==> src/rtl/tile_pkg.sv <==
// Shared types and constants for the Magic Tiles scoring stage.
package tile_pkg;

  localparam int unsigned NOTE_W = 4;
  localparam int unsigned STAT_W = 8;

  localparam logic [NOTE_W-1:0] NOTE_NONE = 4'd15;
  localparam logic [NOTE_W-1:0] NOTE_REST = 4'd0;
  localparam logic [NOTE_W-1:0] NOTE_END  = 4'd13;
  localparam logic [NOTE_W-1:0] NOTE_MAX  = 4'd12;

  typedef enum logic [1:0] {IDLE, FETCH, PLAY, DONE} state_t;

  // True for a playable note code (1..12).
  function automatic logic is_note(input logic [NOTE_W-1:0] n);
    return (n >= 4'd1) && (n <= NOTE_MAX);
  endfunction

endpackage

==> src/rtl/beat_timer.sv <==
// Free-running beat counter with synchronous clear; strobes on the last cycle of each beat.
module beat_timer #(
  parameter int unsigned BEAT_CYCLES = 50_000_000
) (
  input  logic sys_clk,
  input  logic sys_rst_n,
  input  logic clear,
  input  logic enable,
  output logic beat_end_c
);

  localparam int unsigned CNT_W = (BEAT_CYCLES > 1) ? $clog2(BEAT_CYCLES) : 1;
  localparam logic [CNT_W-1:0] CNT_LAST = CNT_W'(BEAT_CYCLES - 1);

  logic [CNT_W-1:0] count;

  assign beat_end_c = enable && (count == CNT_LAST);

  always_ff @(posedge sys_clk or negedge sys_rst_n) begin
    if (!sys_rst_n) begin
      count <= '0;
    end else if (clear || beat_end_c) begin
      count <= '0;
    end else if (enable) begin
      count <= count + CNT_W'(1);
    end
  end

endmodule

==> src/rtl/tile_judge.sv <==
// Magic Tiles scoring stage: walks the song ROM one tile per beat and judges
// keypad presses, keeping score, combo and miss statistics for one player.
module tile_judge
  import tile_pkg::*;
#(
  parameter int unsigned BEAT_CYCLES = 50_000_000,
  parameter int unsigned ADDR_W      = 6,
  parameter int unsigned SCORE_W     = 12,
  parameter int unsigned COMBO_BONUS = 8
) (
  input  logic               sys_clk,
  input  logic               sys_rst_n,
  input  logic               start,
  input  logic [NOTE_W-1:0]  note_in,
  output logic [ADDR_W-1:0]  rom_addr,
  input  logic [NOTE_W-1:0]  rom_data,
  output logic [NOTE_W-1:0]  expected_note,
  output logic               hit_pulse,
  output logic               miss_pulse,
  output logic [SCORE_W-1:0] score,
  output logic [STAT_W-1:0]  combo,
  output logic [STAT_W-1:0]  max_combo,
  output logic [STAT_W-1:0]  miss_count,
  output logic               playing,
  output logic               game_over
);

  localparam logic [ADDR_W-1:0] ADDR_LAST = '1;

  state_t              state, state_d;
  logic [NOTE_W-1:0]   note_prev, exp_d;
  logic [ADDR_W-1:0]   addr_d;
  logic                judged, judged_d;
  logic                hit_c, miss_c, clr_stats_c, timer_clr_c, timer_en_c, beat_end_c;
  logic                press_c, note_tile_c, judge_c;
  logic [SCORE_W:0]    score_sum_c;
  logic [SCORE_W-1:0]  score_hit_c;
  logic [STAT_W-1:0]   combo_inc_c;

  beat_timer #(.BEAT_CYCLES(BEAT_CYCLES)) u_beat_timer (
    .sys_clk    (sys_clk),
    .sys_rst_n  (sys_rst_n),
    .clear      (timer_clr_c),
    .enable     (timer_en_c),
    .beat_end_c (beat_end_c)
  );

  // A press is a new note code; holding a key does not retrigger.
  assign press_c     = is_note(note_in) && (note_in != note_prev);
  assign note_tile_c = is_note(expected_note);
  assign judge_c     = (state == PLAY) && press_c && note_tile_c && !judged;

  always_ff @(posedge sys_clk or negedge sys_rst_n) begin
    if (!sys_rst_n) state <= IDLE;
    else            state <= state_d;
  end

  always_comb begin
    state_d     = state;
    addr_d      = rom_addr;
    exp_d       = expected_note;
    judged_d    = judged;
    hit_c       = 1'b0;
    miss_c      = 1'b0;
    clr_stats_c = 1'b0;
    timer_clr_c = 1'b1;
    timer_en_c  = 1'b0;
    case (state)
      IDLE, DONE: begin
        exp_d = NOTE_REST;
        if (start) begin
          state_d     = FETCH;
          addr_d      = '0;
          clr_stats_c = 1'b1;
        end
      end
      FETCH: begin
        judged_d = 1'b0;
        if (rom_data == NOTE_END) begin
          state_d = DONE;
          exp_d   = NOTE_REST;
        end else begin
          state_d = PLAY;
          exp_d   = rom_data;
        end
      end
      PLAY: begin
        timer_clr_c = 1'b0;
        timer_en_c  = 1'b1;
        if (judge_c) begin
          judged_d = 1'b1;
          hit_c    = (note_in == expected_note);
          miss_c   = (note_in != expected_note);
        end
        // A press on the final cycle wins over the timeout.
        if (beat_end_c) begin
          if (note_tile_c && !judged && !judge_c) miss_c = 1'b1;
          exp_d = NOTE_REST;
          if (rom_addr == ADDR_LAST) begin
            state_d = DONE;
          end else begin
            state_d = FETCH;
            addr_d  = rom_addr + ADDR_W'(1);
          end
        end
      end
      default: state_d = IDLE;
    endcase
  end

  always_ff @(posedge sys_clk or negedge sys_rst_n) begin
    if (!sys_rst_n) begin
      note_prev     <= NOTE_NONE;
      judged        <= 1'b0;
      rom_addr      <= '0;
      expected_note <= NOTE_REST;
      hit_pulse     <= 1'b0;
      miss_pulse    <= 1'b0;
      playing       <= 1'b0;
      game_over     <= 1'b0;
    end else begin
      note_prev     <= note_in;
      judged        <= judged_d;
      rom_addr      <= addr_d;
      expected_note <= exp_d;
      hit_pulse     <= hit_c;
      miss_pulse    <= miss_c;
      playing       <= (state_d == FETCH) || (state_d == PLAY);
      game_over     <= (state_d == DONE);
    end
  end

  // Bonus is decided on the combo value before this hit is counted.
  always_comb begin
    score_sum_c = {1'b0, score} +
                  ((combo >= STAT_W'(COMBO_BONUS)) ? (SCORE_W+1)'(2) : (SCORE_W+1)'(1));
    score_hit_c = score_sum_c[SCORE_W] ? '1 : score_sum_c[SCORE_W-1:0];
    combo_inc_c = (combo == '1) ? combo : combo + STAT_W'(1);
  end

  always_ff @(posedge sys_clk or negedge sys_rst_n) begin
    if (!sys_rst_n) begin
      score      <= '0;
      combo      <= '0;
      max_combo  <= '0;
      miss_count <= '0;
    end else if (clr_stats_c) begin
      score      <= '0;
      combo      <= '0;
      max_combo  <= '0;
      miss_count <= '0;
    end else if (hit_c) begin
      score <= score_hit_c;
      combo <= combo_inc_c;
      if (combo_inc_c > max_combo) max_combo <= combo_inc_c;
    end else if (miss_c) begin
      combo <= '0;
      if (miss_count != '1) miss_count <= miss_count + STAT_W'(1);
    end
  end

endmodule

==> config.mk <==
export PLATFORM = sky130hd
export DESIGN_NAME = tile_judge
export DESIGN_NICKNAME = d
export VERILOG_FILES = /design/src/rtl/tile_pkg.sv /design/src/rtl/beat_timer.sv /design/src/rtl/tile_judge.sv
export SDC_FILE = /design/constraint.sdc
export NUM_CORES = 1
export LEC_CHECK = 0
export CORE_MARGIN = 4
export CORE_UTILIZATION = 55
export CTS_CLUSTER_SIZE = 25
export DETAILED_ROUTE_END_ITERATION = 16
export GPL_TIMING_DRIVEN = 0
export PLACE_DENSITY = 0.8
export SYNTH_ARGS = -nofsm -noshare
export SYNTH_HDL_FRONTEND = slang
export SYNTH_SLANG_ARGS = --single-unit
export TNS_END_PERCENT = 20
==> constraint.sdc <==
create_clock -name sys_clk -period 3.4 [get_ports sys_clk]
set_input_delay 0.68 -clock sys_clk [delete_from_list [all_inputs] [get_ports sys_clk]]
set_output_delay 0.68 -clock sys_clk [all_outputs]
set_load 0.02 [all_outputs]
Word level (Yosys, flattened, before mapping)
Cells that the tools add are included.
W data, S select, Z words.
{ "word_totals": {"ff_bits": 83, "output_inout_bits": 50, "wordCells": 112} }
{ "op_classes": {"addsub": 5, "order_cmp": 6, "eq_ne": 19, "n_mux": 41, "reduce_logical": 27} }
{ "op_table": {"columns": ["cell", "n"], "rows": [
  ["$mux W8", 11],
  ["$mux W26", 2],
  ["$mux W12", 3],
  ["$add A26 B1 Y26 const B", 1],
  ["$eq A26 B26 Y1 const B", 1],
  ["$mux W6", 3],
  ["$add A8 B1 Y8 const B", 2],
  ["$reduce_bool A2 Y1", 7],
  ["$add A12 B2 Y13", 1],
  ["$mux W1", 12],
  ["$pmux W4 S3", 1],
  ["$pmux W6 S2", 1],
  ["$logic_and A1 B1 Y1", 9],
  ["$eq A2 B2 Y1 const B", 4],
  ["$eq A8 B8 Y1 const B", 1],
  ["$ge A4 B1 Y1 const B", 2],
  ["$ge A8 B4 Y1 const B", 1],
  ["$gt A8 B8 Y1", 1],
  ["$le A4 B4 Y1 const B", 2],
  ["$mux W2", 4],
  ["$mux W4", 2],
  ["$ne A4 B4 Y1", 2],
  ["$ne A8 B8 Y1 const B", 1],
  ["$add A6 B1 Y6 const B", 1],
  ["16 further kinds", 23]
]} }

Longest topological paths before layout
Gate-level depths: netlist (run 1).
{ "depth": {"ltp_word": 14, "ltp_mapped": 14} }

Hierarchy
Synthesis (run 1) repeated with hierarchy kept, for this count alone.
{ "hier_totals": {"hier_cells": 484, "area_unflattened_um2": 4603.2} }
{ "by_module_without_submodules": {"columns": ["module", "n_inst", "cells_per_inst", "area_per_inst_um2"], "rows": [
  ["tile_judge", 1, 335, 3186.8],
  ["beat_timer", 1, 149, 1416.4]
]} }

Least setup slack after synthesis (run 1)
OpenSTA, ideal clock, no wires.
{ "synth_path": {"path_kind": "register to register", "startpoint": "register combo[0]", "endpoint": "register max_combo[0]", "setup_ps": 79, "arrival_time_ps": 2930, "required_time_ps": 3321, "slack_ps": 391, "path_stages_with_launch": 14, "n_path_buf": 0, "period_less_slack_ps": 3009, "path_cell_list": "dfrtp_1 ha_1 nand2_1 nor2_1 nand3_1 nand4_1 xor2_1 inv_1 ha_1 nor2b_1 o31ai_1 a22oi_1 a21oi_1 o2bb2ai_1"} }
{ "synth_between": {"elab_chain_len": 5, "elab_cells_between_ends": 9, "cone_classes": "add/sub (1); order compare (1); eq/ne (1); mux (4); reduce/logical (2)"} }
{ "synth_rtl": {"columns": ["element", "line", "rtl"], "rows": [
  ["from (decl)", "tile_judge.sv:21", "output logic [STAT_W-1:0] combo,"],
  ["from (signal assigned)", "tile_judge.sv:154", "combo <= combo_inc_c;"],
  ["$add A8 B1 Y8 / $eq A8 B8 Y1 (equally long branches)", "tile_judge.sv:138", "combo_inc_c = (combo == '1) ? combo : combo + STAT_W'(1);"],
  ["$mux W8 (*)", "tile_judge.sv:138", null],
  ["$gt A8 B8 Y1 / $mux W8 (equally long branches)", "tile_judge.sv:155", "if (combo_inc_c > max_combo) max_combo <= combo_inc_c;"],
  ["$reduce_bool A2 Y1 (no source line) / $mux W8 (equally long branches)", null, null],
  ["$reduce_and A2 Y1 (no source line) / $mux W8 (equally long branches)", null, null],
  ["to (signal assigned)", "tile_judge.sv:155", null],
  ["to (decl)", "tile_judge.sv:22", "output logic [STAT_W-1:0] max_combo,"]
]} }
Every way passes the cells marked *; elsewhere a longest branch is shown, timed or not. The select of a mux whose other input is x is not followed.
A chain may end at the register's enable or synchronous reset.

Final worst setup path (run 1)
{ "layout_path": {"startpoint": "register combo[0]", "endpoint": "register max_combo[3]"} }
Same word-level chain as after synthesis.

==> results of run 1 <==
==> final cells by class <==
type	instances	area, sq um	area share
multi-input combinational	361	2360	0.426
sequential	83	2080	0.375
timing repair buffer	61	626	0.113
clock buffer	11	141	0.0255
tap	102	128	0.0230
inverter	26	97.6	0.0176
buffer	16	61.3	0.0110
clock inverter	5	52.6	0.00947
==> path summary, 6_finish.rpt <==
kind,slack (ns),startpoint,cells past startpoint,to
worst max-delay path,0.26,combo[0]$_DFFE_PN0P_,14,max_combo[3]$_DFFE_PN0P_
worst min-delay path,0.27,sys_rst_n,1,max_combo[0]$_DFFE_PN0P_
worst max register to register,0.26,combo[0]$_DFFE_PN0P_,14,max_combo[3]$_DFFE_PN0P_
worst min register to register,0.52,max_combo[7]$_DFFE_PN0P_,1,max_combo[7]$_DFFE_PN0P_
max in group asynchronous,2.52,sys_rst_n,2,u_beat_timer.count[11]$_DFFE_PN0P_
min in group sys_clk,0.52,max_combo[7]$_DFFE_PN0P_,1,max_combo[7]$_DFFE_PN0P_
==> kinds of logic (layout without fill, tap and decap cells) <==
group                      count (synthesis)  count (layout)  share of synthesized area
and+or+nand+nor                          214             214                      0.244
DFF                                       83              83                      0.456
AOI/OAI and AO/OA                         89              89                      0.136
xor gates and xnor gates                  35              35                     0.0672
buffers and inverters                     42             119                     0.0348
muxes                                      4               4                    0.00878
adders and majority gates                 19              19                     0.0538
==> flip-flops by register name (all words and copies together) (netlist names) <==
name                flops
judged                  1
expected_note           4
score                  12
miss_count              8
u_beat_timer.count     26
combo                   8
max_combo               8
hit_pulse               1
state                   2
rom_addr                6
note_prev               4
playing                 1
game_over               1
miss_pulse              1
==> what timing repair did <==
action / 4_1_cts / 5_1_grt
hold buffers: 0 / 0
pin swaps: 0 / 1
setup endpoints to repair: 7 / 10
gates resized for setup: 2 / 6
gates cloned: 0 / 0
==> cell usage after synthesis, drive strengths merged (2+ instances only) <==
cell type and n:
nand4 10, a41o 3, inv 25, and2 4, mux2i 4, o2bb2ai 9, nor2b 3, a221oi 2
nand3 33, nor3b 4, a21o 8, clkbuf 15, nor4 8, xor2 15, a311oi 3, and3 14
or4b 2, a21oi 24, nor4b 2, dfstp 4, a41oi 2, nand2b 5, and4 4, nor2 47
a211oi 5, nor3 21, xnor2 20, o31ai 3, dfrtp 79, or3 7, nand2 42, or2 5
or4 2, ha 18, a22o 5, o21ai 10, a31oi 5
==> cell usage in the layout, fill, tap and decap left out, drive strengths merged, types with 4 or more instances in the layout <==
cell            n
a211oi          5
a21o            8
a21oi          24
a22o            5
a31oi           5
and2            4
and3           14
and4            4
clkbuf         26
clkdlybuf4s50  59
clkinv          4
dfrtp          79
dfstp           4
ha             18
inv            25
mux2i           4
nand2          42
nand2b          5
nand3          33
nand4          10
nor2           47
nor3           21
nor3b           4
nor4            8
o21ai          10
o2bb2ai         9
or2             5
or3             7
xnor2          20
xor2           15
==> stage by stage <==
step	hold WS (ns)	power [mW]	setup WS, ns	std cells
floorplan	0.384	1.02	0.391	486
global placement	0.498	1.06	-1.32	648
detailed placement	0.505	1.06	-0.0426	649
CTS	0.277	1.77	0.0326	665
global route	0.284	1.83	0.0594	665
finish	0.271	1.77	0.257	665
==> power by group through the flow <==
| stage | combinational, mW | sequential [mW] | clock (mW) |
|---|---|---|---|
| final | 0.0520 | 0.991 | 0.722 |
| after global routing | 0.0588 | 0.992 | 0.781 |
| after CTS | 0.0528 | 0.992 | 0.727 |
| after detailed placement | 0.0525 | 1.01 | 0 |
| after global placement | 0.0475 | 1.01 | 0 |
| after floorplan | 0.0111 | 1.01 | 0 |
==> routing by layer <==
layer,vias up,global-route usage,wire [microns]
met2,101,0.386,5390
met5,-,0,0
met1,1904,0.295,4630
met4,0,0.0788,145
li1,1885,-,-
met3,15,0.0375,474
==> summary.txt, run 1 <==
Worst setup path
  • WP buf/inv: 1
  • CP arrival: around 3.4 ns
  • CP Max Fanout: 7
  • Worst path slowest cell: dfrtp_1
  • Max stage delay on crit path: about 0.47 ns
  • Cell Chain, Critical Path: ha_1 > nand2_1 > nor2_2 > nand3_2 > nand4_1 > xor2_2 > inv_1 > ha_1 > nand3_1 > a21oi_1 > o31ai_1 > a22oi_2 > nand3_2 > o2bb2ai_1
  • Worst path top cell family by delay: simple AND/OR/NAND/NOR gates
  • CP Capture Type: flop
  • Crit path kind: reg2reg
  • CP Launch Type: flop
  • Worst Path Required: 3.69 ns

Die
  • Starting density of the core: 0.578
  • Io pins: 61
  • Die Y: 99.1 microns
  • CORE AREA: between 0.007 and 0.008 sq mm
  • Row cnt: 32
  • Full die area: around 0.0098 sq mm
  • Die W: approximately 99 microns

Global routing
  • Initial antenna violation count: 0
  • Via count of the first global-routing pass: ~3800
  • Pin count of the biggest net entering global routing: 52
  • Total GRT Usage: 0.228
  • First-pass GRT wire length: 18.4 mm
  • GRT overflow: 0

Run status
  • Run status: finished, final reports clean

Cells and area
  • Filler instances: ~630
  • Final cell area excluding filler cells: between 0.005 and 0.006 sq mm
  • Nets@finish: just under 600
  • Ant diodes: 0
  • Fraction of layout cells with a size suffix above 1: 0.0693
  • P&R area growth vs syn: 21.7%
  • Fin util: 0.704

Job
  • Max-cap violation count: 0

Route
  • Via-to-Cell Ratio: ~5.9
  • 1st-iter DRT viols: 183
  • Vias: approximately 3900
  • Routed WL: approximately 11 mm
  • Final ANT Viol Nets: 0
  • # DRC: 0
  • Drt wl/cell: approximately 16 microns
  • Pre-antenna DRT Iters: 6

Pwr
  • Psw: 0.398 mW
  • Leak: ~2.4 nW
  • Sw Share: 0.226
  • Sequential power share: 0.562
  • Internal power: between 1 and 1.5 mW
  • Power share of the combinational group: 0.029
  • Clk pwr share: 0.409
  • PwrDens: roughly 320 mW/mm^2
  • VDD IR max: 0.265 mV

CTS
  • Setup bufs post-CTS: 0
  • CTS root buf: clkbuf_8
  • Clock Path Buffers: 2
  • H-tree depth: 3
  • Clock sinks: 83
  • Clock slew at reported path FFs: ~0.090 ns
  • Clk Latency, worst-skew pair: about 0.36 ns
  • CTS Buf Count: 9
  • CTS tree: done

STA
  • Relative slew slack: 0.615
  • Worst Skew: between 0.01 and 0.015 ns
  • Slew Viols, Final: 0
  • Min Tclk post-route: between 3 and 4 ns
  • Highest Clock Rate: ~0.32 GHz
  • Slew @ Worst Pin: 0.572 ns
  • RSZ-0062 raised after global routing: false
  • Final setup viols: 0
  • Final Cycle Share: 0.924
  • Setup TNS: 0 ns
  • Fin. Hold Viols: 0

Worst hold path
  • Hold Crit Class: in2async

Place
  • Placement Cell Area: 0.00532 sq mm
  • Number of port buffers: 60
  • Post-DP HPWL: just under 8 mm
  • GPL Wtd Cong: approximately 0.82

Synth
  • Syn nets: 516
  • Synth Register Bits: 83
  • Top cell type's share of synthesized area: 0.433
  • Netlist cell types: 57
  • Post-synthesis sequential area ratio: 0.456
  • Synth area leader: dfrtp_1
  • Synth area leaders: dfrtp_1 43%, ha_1 4.9%, nor2_1 3.9%, xnor2_1 3.8%, nand3_1 3.5%
  • Synth warnings: 0
  • EDFF count, synth: 0
  • Mapped cell area: between 0.004 and 0.005 sq mm
  • FFs w/ async S/R, synth: 1.00
  • Mapped Cells: between 400 and 500
  • Syn avg cell area: between 9 and 10 sq um
  • Top FF cell, synth: dfrtp_1
(Power assumes the default switching activity.)
==> run 2, diff against run 1 <==
--- a/config.mk
+++ b/config.mk
@@ -14,4 +14,4 @@
 export SYNTH_ARGS = -nofsm -noshare
 export SYNTH_HDL_FRONTEND = slang
 export SYNTH_SLANG_ARGS = --single-unit
-export TNS_END_PERCENT = 20
+export TNS_END_PERCENT = 10
==> results of run 2 <==
Same layout as run 1: the final DEF is identical, and so are final timing and power.
==> run 3, diff against run 2 <==
--- a/config.mk
+++ b/config.mk
@@ -7,6 +7,7 @@
 export LEC_CHECK = 0
 export CORE_MARGIN = 4
 export CORE_UTILIZATION = 55
+export CTS_CLUSTER_DIAMETER = 30
 export CTS_CLUSTER_SIZE = 25
 export DETAILED_ROUTE_END_ITERATION = 16
 export GPL_TIMING_DRIVEN = 0
==> results of run 3 <==
Same layout as run 1: the final DEF is identical, and so are final timing and power.
